### config.mk
export PLATFORM = sky130hd
export DESIGN_NAME = div_clk_monitor
export DESIGN_NICKNAME = d
export VERILOG_FILES = /design/src/rtl/div_clk_monitor.sv
export SDC_FILE = /design/constraint.sdc
export NUM_CORES = 1
export LEC_CHECK = 0
export BUFFER_PORTS_ARGS = -buffer_cell sky130_fd_sc_hd__buf_4
export CORE_ASPECT_RATIO = 0.8
export CORE_MARGIN = 3
export CORE_UTILIZATION = 35
export CTS_CLUSTER_SIZE = 12
export DETAILED_ROUTE_END_ITERATION = 6
export GPL_TIMING_DRIVEN = 0
export PLACE_DENSITY = 0.59
export SLEW_MARGIN = 10
export SYNTH_ARGS = -nofsm -noshare
export SYNTH_HDL_FRONTEND = slang
export SYNTH_SLANG_ARGS = --single-unit
### constraint.sdc
create_clock -name clk_in -period 5.3 [get_ports clk_in]
set_clock_uncertainty 0.15 [all_clocks]
set_input_delay 0 -clock clk_in [delete_from_list [all_inputs] [get_ports clk_in]]
set_output_delay 0 -clock clk_in [all_outputs]
set_load 0.1 [all_outputs]
### src/rtl/div_clk_monitor.sv
// Receive-side checker for an even divided clock. Measures the period and high time
// of div_in in clk_in cycles, locks on a stable 50%-duty ratio and flags errors or a stall.
module div_clk_monitor #(
  parameter int CNT_W    = 8,
  parameter int LOCK_CNT = 3
) (
  input  logic             clk_in,
  input  logic             rst,
  input  logic             div_in,
  output logic [CNT_W-1:0] ratio,
  output logic [CNT_W-1:0] high_time,
  output logic             ratio_vld,
  output logic             locked,
  output logic             err,
  output logic             timeout
);

  localparam int               MW      = $clog2(LOCK_CNT + 1);
  localparam logic [CNT_W-1:0] CNT_MAX = '1;
  localparam logic [CNT_W-1:0] CNT_ONE = CNT_W'(1);
  localparam logic [MW-1:0]    LOCK_V  = MW'(LOCK_CNT);
  localparam logic [MW-1:0]    MATCH_1 = MW'(1);

  typedef enum logic {SEEK, MEAS} state_t;

  state_t           state_q;
  logic             d_q;
  logic [CNT_W-1:0] cnt_q;
  logic [CNT_W-1:0] hcnt_q;
  logic [CNT_W-1:0] prev_q;
  logic [CNT_W-1:0] ratio_q;
  logic [CNT_W-1:0] high_q;
  logic [MW-1:0]    match_q;
  logic             vld_q;
  logic             locked_q;
  logic             err_q;
  logic             timeout_q;

  logic             rise;
  logic             duty_ok;
  logic             good;
  logic [MW-1:0]    match_d;

  // Classify the period that ends on the current rise; a duty-correct period of a new
  // length restarts the streak at one instead of zero.
  always_comb begin
    rise    = div_in & ~d_q;
    duty_ok = ~cnt_q[0] && (hcnt_q == (cnt_q >> 1));
    good    = duty_ok && ((match_q == '0) || (cnt_q == prev_q));
    if (good) begin
      match_d = (match_q >= LOCK_V) ? LOCK_V : match_q + 1'b1;
    end else if (duty_ok) begin
      match_d = MATCH_1;
    end else begin
      match_d = '0;
    end
  end

  always_ff @(posedge clk_in) begin
    if (rst) begin
      state_q   <= SEEK;
      d_q       <= 1'b0;
      cnt_q     <= '0;
      hcnt_q    <= '0;
      prev_q    <= '0;
      ratio_q   <= '0;
      high_q    <= '0;
      match_q   <= '0;
      vld_q     <= 1'b0;
      locked_q  <= 1'b0;
      err_q     <= 1'b0;
      timeout_q <= 1'b0;
    end else begin
      d_q       <= div_in;
      vld_q     <= 1'b0;
      err_q     <= 1'b0;
      timeout_q <= 1'b0;
      case (state_q)
        SEEK: begin
          if (rise) begin
            cnt_q   <= CNT_ONE;
            hcnt_q  <= CNT_ONE;
            state_q <= MEAS;
          end
        end
        MEAS: begin
          if (rise) begin
            ratio_q <= cnt_q;
            high_q  <= hcnt_q;
            vld_q   <= 1'b1;
            prev_q  <= cnt_q;
            match_q <= match_d;
            cnt_q   <= CNT_ONE;
            hcnt_q  <= CNT_ONE;
            if (good) begin
              if (match_d == LOCK_V) begin
                locked_q <= 1'b1;
              end
            end else begin
              locked_q <= 1'b0;
              err_q    <= locked_q;
            end
          end else if (cnt_q == CNT_MAX) begin
            // Stall guard: give up on this edge before the counter could wrap.
            timeout_q <= 1'b1;
            locked_q  <= 1'b0;
            match_q   <= '0;
            state_q   <= SEEK;
          end else begin
            cnt_q  <= cnt_q + 1'b1;
            hcnt_q <= hcnt_q + CNT_W'(div_in);
          end
        end
        default: state_q <= SEEK;
      endcase
    end
  end

  assign ratio     = ratio_q;
  assign high_time = high_q;
  assign ratio_vld = vld_q;
  assign locked    = locked_q;
  assign err       = err_q;
  assign timeout   = timeout_q;

endmodule
==> run summary, run 1 <==
The detailed placement HPWL came out at 3130 um. The count of inserted antenna diode cells is 0. TritonCTS built the clock tree. The number of port buffers came out at 22. After detailed routing, the met3 layer carries 285 um of wire. The worst hold slack is about 0.3 ns.

The distinct cell type count of the synthesized netlist is 38. The number of nets handed over by synthesis was 228. The global placer's final weighted congestion is between 0.7 and 0.8. The total area inside the core boundary comes to 0.00482 mm2. The fraction of registers with async set/reset is 0%. In the final routed layout, each cell accounts on average for 13.7 um. The starting DRC count in detailed routing came out at 98. The number of warnings printed during yosys synthesis came out at 0. The multi-input logic area came out at 916 um2.

The number of global-route vias before repair came to ~1.4k. Power spread over the standard cell area amounts to approximately 260 mW/mm2. STA puts the critical path data required time at 5.40 ns.

The root buffer cell chosen for the clock tree is sky130_fd_sc_hd__clkbuf_8. The total die area is 0.00614 mm2. The share of synthesized area in the top cell type comes to 43.8%. Yosys attributes the largest share of cell area to sky130_fd_sc_hd__dfxtp_1 (44%), sky130_fd_sc_hd__nand2_1 (9.2%), sky130_fd_sc_hd__a21oi_1 (7.7%), sky130_fd_sc_hd__xnor2_1 (7.7%), sky130_fd_sc_hd__nor2_1 (3.1%).

The total global-route track usage is 15.0%. The initial cell density of the core is 38.0%. The library cell with the highest instance count after synthesis is sky130_fd_sc_hd__nand2_1. The via total after detailed routing is between 1.5k and 2k. The sequential element share of the synthesized area came out at 43.8%. The switching fraction of total power is 25.8%. The number of gates given a new drive strength after cts came out at 0. The mean cell area of the mapped netlist came out at 8.24 um2. In this run the worst hold path is classified as input port to flop. The die span in y came out at 70.7 um. At the later pin of the worst-skew pair, clock insertion delay measures 0.30 ns. The worst setup path is captured at a flop. The clock group share of total power is a little under two fifths. In this design, the stage delay of the slowest critical-path cell is 0.55 ns.

Cells with a size suffix above 1 make up between 10% and 20% of the layout. The number of top-level pins is 23. After technology mapping, the gate count stands at approximately 220.

The internal power summed over all cells came out at 427 uW. The portion of the clock cycle consumed by the worst path in the final layout came out at between 30% and 40%. The number of failing setup endpoints in the final timing report is 0. The worst setup path is of the flop to flop kind. The largest total area in the synthesized netlist belongs to sky130_fd_sc_hd__dfxtp_1. After detailed routing, no signal wire sits above met4.

Using the TritonRoute via totals, the vias-per-cell ratio works out to 4.96. The largest buffer count on any clock path came out at 2. The number of pins exceeding their max-slew limit in the final report came to 0.

In this run the core area contains 22 standard-cell rows. The first-pass GRT wire length came out at 7230 um. The number of buffers created by CTS came out at 5.

The time the final worst path needs with I/O delays and setup is 2.01 ns. The static leakage power is approximately 0.8 nW. The overall power after layout is approximately 580 uW.

The number of placed instances, taps included, is 304. The maximum resistive drop on vdd came out at 0.143 mV. Excluding fillers, the count of instances in the completed layout stands at 315. The initial antenna violation count came out at 0. In the routed design, unresolved DRC markers number 0. The number of inserted filler cells in the final layout is 501.

The flip-flop and latch area is 801 um2. The H-tree was split into 2 levels. The flow ran to the end, and the final reports show no timing, DRC or antenna violations. Of the total power, registers draw 53.7%. Based on the critical path, the design can be clocked at up to 497 MHz. The signal on the critical path passes through clkbuf_2 -> and3_1 -> a31o_4 -> buf_6 -> a21oi_1 -> dlygate4sd3_1. Ranked by instance count, the synthesized netlist is headed by sky130_fd_sc_hd__nand2_1 (45), sky130_fd_sc_hd__dfxtp_1 (40), sky130_fd_sc_hd__a21oi_1 (28), sky130_fd_sc_hd__xnor2_1 (16), sky130_fd_sc_hd__nor2_1 (15). The routed metal-1 wire length came out at 2220 um. The worst setup path is launched from a flop. The final layout net count came out at 260. The post-CTS setup buffer count is 0. The relative area change from synthesis to final layout is 20.1%. The part of the total power dissipated in combinational logic is about 8.8%.

At the end of the flow the core is filled with cells to 45.6%. The final sum of negative setup slack came out at 0 ns. The count of TritonRoute iterations in the first routing pass came out at 4. Setup repair after global routing left no endpoint under its margin.

The met2 routed wirelength is 1760 um. Once detail routing completed, the nets flagged for antenna violations numbered 0. Entering global routing, the biggest net connects 14 pins. The final layout contains routed wiring with a total length of 4330 um. The number of endpoints with negative hold slack in the final report is 0. The worst path arrival time is 2.11 ns. The critical-path cell with the highest stage delay is sky130_fd_sc_hd__dlygate4sd3_1. The horizontal die dimension came out at 86.8 um. In this run, synthesis inferred 0 flip-flops with an integrated enable.

The clock slew at the register clock pins of the worst setup and hold paths is 0.08 ns. The count of maximum capacitance violations came out at 0. The power spent charging and discharging nets came out at 148 uW.

The cell area after synthesis is 0.00183 mm2. The highest fanout seen on the critical path came out at 10. The normalized max-slew margin came out at 68.2%. The most used flip-flop cell after synthesis is sky130_fd_sc_hd__dfxtp_1. The clock net in this run drives a total of 40 sinks. The total grt overflow is 0. The slew of the pin with the lowest slew margin is ~0.48 ns. The number of register bits inferred by synthesis came out at 40.
==> layout by cell type, fill, tap and decap left out, drive strengths merged, types with 2 or more instances in the layout <==
| cell type | n |
|---|---|
| nor2 | 15 |
| a21oi | 28 |
| nand2b | 6 |
| o21ai | 4 |
| xnor2 | 16 |
| ha | 3 |
| nand4 | 4 |
| dlygate4sd3 | 3 |
| buf | 28 |
| clkinvlp | 2 |
| nor4 | 2 |
| nor3 | 2 |
| nor2b | 2 |
| clkbuf | 16 |
| or3 | 3 |
| nand2 | 45 |
| inv | 6 |
| and3 | 6 |
| xor2 | 3 |
| dfxtp | 40 |
| nand3 | 7 |
==> final cells by class <==
cell class / instances / share of cell area (%)
plain buffers: 16 / 4.10
repair buffers: 25 / 8.88
inverters: 6 / 1.03
clock buffers: 6 / 3.76
flip-flops and latches: 40 / 36.4
multi-input cells: 160 / 41.7
well taps: 60 / 3.42
clock inverters: 2 / 0.683
==> per-stage QoR <==
| step | setup slack [ns] | instance area (um2) |
|---|---|---|
| after global routing | 3.21 | 2200 |
| after global placement | 3.42 | 2070 |
| after detailed placement | 3.39 | 2070 |
| after floorplan | 3.19 | 1830 |
| final | 3.29 | 2200 |
| after CTS | 3.30 | 2200 |
==> routing by layer <==
metal | vias up | track usage, %
li1 | 806 | -
met2 | 39 | 19.9
met3 | 6 | 3.84
met1 | 712 | 22.9
met5 | - | 0
met4 | 0 | 5.36
==> final timing paths <==
| path | from | depth (start not counted) | to | slack, ns |
|---|---|---|---|---|
| setup / recovery | cnt_q[6] | 6 | state_q | 3.29 |
| hold / removal | rst | 3 | d_q | 0.30 |
| setup reg to reg | cnt_q[6] | 6 | state_q | 3.29 |
| hold reg to reg | high_time[5] | 2 | high_time[5] | 0.31 |
==> logic make-up after synthesis <==
kind of cell | Yosys count | synth area share (%)
AO/OA/AOI/OAI | 42 | 14.2
multiplexers | 1 | 0.547
buffers and inverters | 22 | 6.16
flip-flops | 40 | 43.8
adder cells (fa/ha/maj) | 3 | 2.05
AND/OR/NAND/NOR | 95 | 24.2
XOR/XNOR | 19 | 9.10
==> power by group through the flow <==
| stage | combinational, mW | clock (mW) | sequential [mW] |
|---|---|---|---|
| CTS | 0.0508 | 0.222 | 0.309 |
| global route | 0.0562 | 0.236 | 0.309 |
| floorplan | 0.0304 | 0 | 0.320 |
| detailed placement | 0.0484 | 0 | 0.315 |
| finish | 0.0506 | 0.216 | 0.309 |
| global placement | 0.0485 | 0 | 0.315 |
==> flip-flops by register name (all words and copies together), names as in the netlist <==
name       flops
cnt_q          8
d_q            1
err            1
hcnt_q         8
high_time      8
locked         1
match_q        2
ratio          8
ratio_vld      1
state_q        1
timeout        1
==> worst max-delay path, delay by kind of cell, from the launching register on <==
kind,cells,cell delay [ns]
AO/OA/AOI/OAI,2,0.40
buffers and inverters,3,0.85
flip-flops,1,0.30
AND/OR/NAND/NOR,1,0.26
==> timing repair <==
action / CTS / global route
hold buffers: 3 / 0
endpoints found under the setup margin: 0 / 0
endpoints found under the hold margin: 7 / 0
No activity file was read; power rests on OpenSTA's default activity.
==> inputs of run 2 (changes only) <==
- clock period: 5.3 -> 1.9 ns (I/O delays scaled with it)
==> run summary, run 2 (synthesis results as in run 1) <==
The worst setup path is captured at a flop. The initial cell density of the core is 38.0% (unchanged). Setup repair after global routing left no endpoint under its margin.

The CTS H-tree depth came to 2 (unchanged). The maximum operating frequency came to 550 MHz (+11%). The clock slew at the register clock pins of the worst setup and hold paths is 0.09 ns (about the same). The relative area change from synthesis to final layout is 22.1%. The area of the core region is 0.00482 mm2 (unchanged). The endpoint identified for the worst register-to-register timing path is cnt_q[3]. The power per cell area is 708 mW/mm2 (+170%). The horizontal die dimension is 86.8 um (unchanged). The leading cell type in the layout, fill and taps excluded is sky130_fd_sc_hd__nand2_1. The critical path starts at cnt_q[2]. The portion of the clock cycle consumed by the worst path in the final layout is 95.6% (+58 points).

The pin count of the biggest net entering global routing is 14 (unchanged). The via count normalized by instance count came out at 5.05 (+1.8%). The number of failing setup endpoints in the final timing report came out at 0 (unchanged).

The highest fanout seen on the critical path came out at 10 (unchanged). The final layout net count is 260 (unchanged). The flow ran to the end, and the final reports show no timing, DRC or antenna violations. TritonCTS built the clock tree. The normalized max-slew margin is 67.7% (-0.55 points). In this run the clock root is driven by a sky130_fd_sc_hd__clkbuf_8. The mean routed wirelength per cell came out at 13.9 um (+1.1%).

STA classifies the critical path startpoint as a flop. In this run the worst setup path terminates at cnt_q[3]. The total grt overflow is 0 (unchanged). The number of top-level pins came out at 23 (unchanged). The number of pins exceeding their max-slew limit in the final report came out at 0 (unchanged). The starting DRC count in detailed routing is 71 (-28%).

The number of clock sinks came to 40 (unchanged). The clock insertion delay at the later pin of the skew report came out at 0.30 ns (about the same). The detailed placement HPWL is 3140 um (+0.31%).

The number of design rule violations left after detail routing came out at 0 (unchanged). The initial antenna violation count was 0 (unchanged). The die span in y was 70.7 um (unchanged). The number of endpoints with negative hold slack in the final report came to 0 (unchanged). The via total after detailed routing is 1591 (+1.8%). The time the final worst path needs with I/O delays and setup came out at 1.82 ns (-0.196 ns). The slew of the pin with the lowest slew margin came out at 0.485 ns (+0.00825 ns). The count of inserted antenna diode cells is 0 (unchanged). The largest buffer count on any clock path is 2 (unchanged). The total global-route track usage is 14.5% (-0.45 points). In the layout the commonest cells are sky130_fd_sc_hd__nand2_1 (45), sky130_fd_sc_hd__dfxtp_1 (31), sky130_fd_sc_hd__a21oi_1 (27). The instance area after placement came out at 0.00208 mm2 (+0.48%). The biggest cell delay along the critical path is 0.36 ns (-0.19 ns). The count of maximum capacitance violations is 0 (unchanged).

The remaining number of nets flagged by the antenna check after routing came out at 0 (unchanged). The total die area came out at 0.00614 mm2 (unchanged). The critical path start-end classification is flop to flop. The worst hold slack was 0.299 ns (-0.00224 ns). The register-to-register setup slack is 0.08 ns (-3.20 ns). For this design, the slowest cell found on the critical path is sky130_fd_sc_hd__or3_1.

The cell repeated most along the worst path is sky130_fd_sc_hd__buf_6. The path type of the worst min-delay path is input port to flop. The global placer's final weighted congestion came out at 0.819 (+4.2%). The number of buffers created by CTS came out at 5 (unchanged).

The required time reported for the critical path endpoint came out at 1.98 ns (-3.42 ns). The wire length after detailed routing is 4380 um (+1.1%). The ratio of cells with drive above 1 in the final layout was 23.1% (+7.1 points).

The number of cells on the worst reg-to-reg path came out at 7 (+1). The signal on the critical path passes through buf_4 -> and3_1 -> buf_6 -> a31o_4 -> buf_6 -> or3_1 -> a21oi_2. The number of port buffers was 22 (unchanged). The number of global-route vias before repair is 1399 (-3.3%).

The final design area excluding fillers came out at 0.00223 mm2 (+1.7%). The worst path arrival time is 1.90 ns (-0.21 ns). The static leakage power is 0.824 nW (+3.0%).

The count of TritonRoute iterations in the first routing pass came out at 4 (unchanged). The first-pass GRT wire length came to 6920 um (-4.3%). The worst register-to-register path begins at cnt_q[2]. The maximum resistive drop on vdd came out at 0.387 mV (+170%). The count of standard-cell rows came out at 22 (unchanged).
run 2: changes by cell type in the layout (fill, tap and decap cells not counted), sizes merged:
cell      change
clkbuf        -1
clkinv        +3
clkinvlp      -2
run 2: worst min-delay path by stage:
stage,from,end,cells after the start
global placement,rst,state_q,2
global route,rst,state_q,3
floorplan,rst,state_q,1
CTS,rst,state_q,3
detailed placement,rst,d_q,2
finish,rst,state_q,3
run 2: routing by layer:
metal	global-route usage, %	share of wire [%]	vias up	routed length, um
met5	0	0	-	0
met4	4.67	0.69	0	30
met3	3.61	4.5	4	196
met2	20.1	42	32	1840
met1	21.8	53	749	2310
li1	-	-	806	-
run 2: final cells by class:
| cell class | instances | area, um2 |
|---|---|---|
| Timing Repair Buffer | 26 | 203 |
| Clock buffer | 5 | 68.8 |
| Fill cell | 488 | 2580 |
| Inverter | 6 | 22.5 |
| Multi-Input combinational cell | 160 | 937 |
| Buffer | 15 | 96.3 |
| Tap cell | 60 | 75.1 |
| Sequential cell | 40 | 812 |
| Clock inverter | 3 | 18.8 |
run 2: report_power, final:
part	internal, mW	switching [mW]	leakage, nW	total [mW]
clock	0.256	0.319	0.0479	0.576
combinational	0.0504	0.0939	0.448	0.144
sequential	0.849	0.0115	0.328	0.861
total	1.16	0.425	0.824	1.58
run 2: worst max-delay path, delay by kind of cell (launching register included):
| family | cells | cell delay [ns] |
|---|---|---|
| buf+inv | 3 | 0.43 |
| compound gates | 2 | 0.36 |
| simple gates | 2 | 0.51 |
| flops | 1 | 0.30 |
run 2: what timing repair did:
| item | CTS | global route |
|---|---|---|
| setup buffers | 1 | 0 |
| endpoints found under the hold margin | 7 | 0 |
| pin swaps | 1 | 2 |
| gates resized for setup | 1 | 15 |
| hold buffers | 3 | 0 |
| setup endpoints to repair | 1 | 15 |
run 2: through the flow:
| stage | util [%] | setup slack, ns | setup TNS (ns) | cells | total power [mW] |
|---|---|---|---|---|---|
| CTS | 45.8 | 0.00115 | 0 | 316 | 1.58 |
| detailed placement | 43.2 | -0.0172 | -0.0172 | 304 | 1.02 |
| floorplan | - | 0.119 | 0 | 222 | 0.977 |
| global route | 46.4 | 0.00287 | 0 | 315 | 1.63 |
| finish | 46.4 | 0.0834 | 0 | 315 | 1.58 |
| global placement | 43.2 | 0.0375 | 0 | 304 | 1.02 |
